**src/rtl/arb_req_queue.sv**
```systemverilog
// Per-requestor FIFOs feeding a one-hot-granted dispatch register.
// request_vector exposes FIFO occupancy to the arbiter; grant selects the FIFO to pop.
module arb_req_queue #(
    parameter int VECTOR_IN  = 8,
    parameter int DATA_W     = 64,
    parameter int FIFO_DEPTH = 4
) (
    input  logic                         clk,
    input  logic                         reset,
    input  logic [VECTOR_IN-1:0]         in_valid,
    output logic [VECTOR_IN-1:0]         in_ready,
    input  logic [DATA_W-1:0]            in_data [VECTOR_IN-1:0],
    output logic [VECTOR_IN-1:0]         request_vector,
    input  logic [VECTOR_IN-1:0]         grant,
    output logic                         out_valid,
    input  logic                         out_ready,
    output logic [DATA_W-1:0]            out_data,
    output logic [$clog2(VECTOR_IN)-1:0] out_src,
    output logic                         grant_err
);

    localparam int AW    = $clog2(FIFO_DEPTH);
    localparam int PTR_W = AW + 1;
    localparam int SRC_W = $clog2(VECTOR_IN);

    logic [DATA_W-1:0]    mem    [VECTOR_IN][FIFO_DEPTH];
    logic [PTR_W-1:0]     wr_ptr [VECTOR_IN];
    logic [PTR_W-1:0]     rd_ptr [VECTOR_IN];

    logic [VECTOR_IN-1:0] full;
    logic [VECTOR_IN-1:0] empty;
    logic [VECTOR_IN-1:0] push;
    logic [VECTOR_IN-1:0] pop;
    logic                 grant_one_hot;
    logic                 grant_multi_hot;
    logic                 gvalid;
    logic                 out_free;
    logic                 pop_en;
    logic [SRC_W-1:0]     g_idx;

    // Occupancy flags come from registered pointers only, so a same-cycle pop
    // never opens space for a push into a full FIFO.
    always_comb begin
        for (int i = 0; i < VECTOR_IN; i++) begin
            empty[i] = (wr_ptr[i] == rd_ptr[i]);
            full[i]  = (wr_ptr[i][AW] != rd_ptr[i][AW]) &&
                       (wr_ptr[i][AW-1:0] == rd_ptr[i][AW-1:0]);
        end
    end

    assign in_ready       = ~full;
    assign request_vector = ~empty;
    assign push           = in_valid & in_ready;

    assign grant_one_hot   = (grant != '0) && ((grant & (grant - VECTOR_IN'(1))) == '0);
    assign grant_multi_hot = (grant != '0) && !grant_one_hot;
    assign gvalid          = grant_one_hot && ((grant & request_vector) != '0);
    assign out_free        = !out_valid || out_ready;
    assign pop_en          = gvalid && out_free;
    assign pop             = pop_en ? grant : '0;

    always_comb begin
        g_idx = '0;
        for (int i = 0; i < VECTOR_IN; i++) begin
            if (grant[i]) begin
                g_idx = SRC_W'(i);
            end
        end
    end

    always_ff @(posedge clk or negedge reset) begin
        if (!reset) begin
            for (int i = 0; i < VECTOR_IN; i++) begin
                wr_ptr[i] <= '0;
                rd_ptr[i] <= '0;
            end
        end else begin
            for (int i = 0; i < VECTOR_IN; i++) begin
                if (push[i]) begin
                    wr_ptr[i] <= wr_ptr[i] + PTR_W'(1);
                end
                if (pop[i]) begin
                    rd_ptr[i] <= rd_ptr[i] + PTR_W'(1);
                end
            end
        end
    end

    // Storage is not reset; pointers alone define which entries are live.
    always_ff @(posedge clk) begin
        for (int i = 0; i < VECTOR_IN; i++) begin
            if (push[i]) begin
                mem[i][wr_ptr[i][AW-1:0]] <= in_data[i];
            end
        end
    end

    always_ff @(posedge clk or negedge reset) begin
        if (!reset) begin
            out_valid <= 1'b0;
            out_data  <= '0;
            out_src   <= '0;
            grant_err <= 1'b0;
        end else begin
            if (pop_en) begin
                out_valid <= 1'b1;
                out_data  <= mem[g_idx][rd_ptr[g_idx][AW-1:0]];
                out_src   <= g_idx;
            end else if (out_ready) begin
                out_valid <= 1'b0;
            end
            if (grant_multi_hot) begin
                grant_err <= 1'b1;
            end
        end
    end

endmodule

```
**config.mk**
```make
export PLATFORM = sky130hd
export DESIGN_NAME = arb_req_queue
export DESIGN_NICKNAME = d
export VERILOG_FILES = /design/src/rtl/arb_req_queue.sv
export SDC_FILE = /design/constraint.sdc
export NUM_CORES = 2
export LEC_CHECK = 0
export BUFFER_PORTS_ARGS = -buffer_cell sky130_fd_sc_hd__buf_2
export CAP_MARGIN = 0
export CORE_MARGIN = 3
export CORE_UTILIZATION = 60
export DETAILED_ROUTE_END_ITERATION = 8
export PLACE_DENSITY_LB_ADDON = 0.05
export SETUP_SLACK_MARGIN = 0.1
export SLEW_MARGIN = 20
export SYNTH_ARGS = -nofsm -noshare
export SYNTH_HDL_FRONTEND = slang
export SYNTH_SLANG_ARGS = --single-unit
```
**constraint.sdc**
```tcl
create_clock -name clk -period 5.4 [get_ports clk]
set_input_delay 0.81 -clock clk [delete_from_list [all_inputs] [get_ports clk]]
set_output_delay 0.81 -clock clk [all_outputs]
set_load 0.03 [all_outputs]
```
==> run metrics <==
worst skew pair latency=~0.83 ns; post-route ant nets=0; Max stage delay cell, worst path=buf_12; root buffer cell=clkbuf_16; Critical Path Sink=out_data[54]; Final Critical Period=roughly 3.6 ns; WP data arrival=around 4.4 ns; asr flop ratio synth=0.0540; CTS Sinks=2165; Final Skew=about 0.025 ns; CP Launch Point=grant[6]; Synth Register Bits=between 2000 and 2500; Critical Path Fanout Max=99; Max VDD drop=0.000385 V; final worst-path cycle share=0.671; max-slew violations=0; Pwr Density=between 400 and 500 nW/um^2; Mapped Area=around 84000 um^2; CP required=between 6 and 7 ns; largest net degree at the start of global routing=between 150 and 200; grt met1 use=0.514; Seq/Total Area, Yosys=0.766; Post-Syn Nets=6510; antenna violations before repair=142; Fin Setup TNS=0 ns; busiest layer in global routing=met2; Yosys cell types=about 60; Crit. path cell count=11; Worst Setup End Kind=register; compound-gate portion of the synthesized area=0.117; Die Footprint=between 100000 and 150000 um^2; Rows=136; area delta synth->final=14.4%; synth warn=0; # port buffers=between 600 and 700; most used cell, CP=buf_12; mux share of post-synthesis cell area=0.00158; most frequent cell after synthesis=edfxtp_1; WS Path Type=in2reg; clock slew at reported path FFs=around 0.06 ns; GRT met2 Usage=0.521; number of I/O pins=roughly 620; Max Cap Viol=0; H-tree levels=4; final global-route overflow total=0; Worst Tran Pin Value=roughly 1.2 ns; Global Route met3 Usage=0.115; Util after Layout=0.695; Area contributors post-synth=edfxtp_1 (73%), nand2_1 (5.3%), dfrtp_1 (3.5%); Crit path max-delay family=buffers and inverters; global-route wire length before repair=about 370000 um; r2r endpoint=out_data[45]; Post-Synth XOR/XNOR Area=0.00583; Max Fclk=about 280 MHz; post-synthesis cell count=about 6000; vias post-DR=around 56000; Die X=between 300 and 400 um; setup bufs post-CTS=0; cell taking the most area after synthesis=edfxtp_1; Starting Density=0.608; Hold Path Class=in2async; total CTS buffers=between 200 and 250; Resize count post-CTS=0; reg2reg path depth=8; synth cell count leaders=edfxtp_1 (2048), nand2_1 (1178), a21oi_1 (455), o21ai_0 (455), nand3_1 (327); first-pass iteration count of the detailed router=6; core area=roughly 140000 um^2; main combinational cell family by area after synthesis=compound AO/OA/AOI/OAI gates; post-synth top area share=0.731; CTS tree=done; vias in the first global route=51900; unrepaired setup endpoints after global routing=no; Slew HR=0.225; Post-Synth Adder-Cell Area=0.00607; run status=finished, final reports clean; CP bufs+invs=4; Reg2Reg Setup Slack=roughly 2.0 ns; cts hold-fix bufs=0; via/cell ratio=about 6.5; crit-path cells=buf_8 > inv_2 > a21oi_2 > and2_1 > mux2i_1 > a221oi_4 > buf_12 > buf_12 > a311oi_1 > a211o_1 > a211oi_2; CP max stage delay=0.49 ns; dominant synthesized flop cell=edfxtp_1; DRC viols=0; Avg Cell Area, Syn=between 10 and 15 um^2; Post-synth EDFFs=a little over 2000; startpoint types=input port; worst reg2reg path startpoint=rd_ptr[3]; share of cells above drive strength 1=0.175; routed len/inst=slightly above 30 um; placer congestion estimate=0.877; buffers from clock root to sink, at most=3; simple-gate share of the synthesized area=0.0816; Final Hold Viols=0; leakage=between 30 and 40 nW; Setup-failing EPs final=0; Die Ht=approximately 380 um; wirelength, routed=262000 um; Nets=between 7000 and 8000; HPWL after DPL=165000 um; First DRT Iteration DRCs=~8300; all-layer global routing usage=0.358
-- power by group --
part / switching [mW] / internal [mW] / total [mW]
clock network: 6.25 / 8.05 / 14.3
logic: 7.66 / 2.44 / 10.1
registers: 1.13 / 22.5 / 23.6
-- final cells by class --
type	instances	area, um^2
diodes	91	228
repair buffers	741	4400
clock inverters	117	933
well taps	1863	2330
multi-input cells	3335	18000
fillers	9477	42100
inverters	20	87.6
flip-flops and latches	2165	64400
clock buffers	281	5760
-- cells in the final DEF, fill, tap and decap left out, drive strengths merged, types with 11 or more instances in the layout --
master / count
and2: 11
dfrtp: 117
a21oi: 456
buf: 741
a211oi: 67
a31oi: 64
nand3: 327
nor2: 77
o21ai: 456
nand2: 1179
ha: 40
edfxtp: 2048
clkbuf: 281
inv: 29
diode: 91
clkinv: 88
xor2: 32
bufinv: 12
o22ai: 254
a211o: 64
xnor2: 24
a311oi: 194
and3: 33
-- stage by stage --
stage	setup WS (ns)	cell area [um^2]	std cells	hold WS, ns	power (mW)
3_3_place_gp	1.11	89300	8124	0.473	33.6
6_report	1.77	96200	8613	0.0170	48.0
4_1_cts	1.88	96000	8522	0.0116	48.0
2_1_floorplan	2.37	84100	5939	0.460	29.5
5_1_grt	1.62	96100	8563	0.0365	49.6
3_5_place_dp	0.998	89300	8124	0.471	33.9
-- worst min path at each step --
stage            endpoint        from
2_1_floorplan  wr_ptr[14]  wr_ptr[14]
3_3_place_gp    grant_err   grant_err
3_5_place_dp    grant_err   grant_err
4_1_cts        wr_ptr[16]       reset
5_1_grt        wr_ptr[16]       reset
6_report       wr_ptr[16]       reset
-- routing by layer --
metal	up-vias	wire length, um
met5	-	387
met4	60	8460
met3	533	34900
met2	3613	116000
met1	27700	102000
li1	23800	-
-- flip-flops by register name, indices dropped and copies added (netlist names) --
name,flops
grant_err,1
mem,2048
out_data,64
out_src,3
out_valid,1
rd_ptr,24
wr_ptr,24
-- cells by family after synthesis --
| logic type | Yosys count |
|---|---|
| XOR/XNOR | 56 |
| multiplexers | 11 |
| AO/OA/AOI/OAI | 1571 |
| AND/OR/NAND/NOR | 1656 |
| flip-flops | 2165 |
| adder cells (fa/ha/maj) | 41 |
| buffers and inverters | 439 |
(Power assumes the default switching activity.)
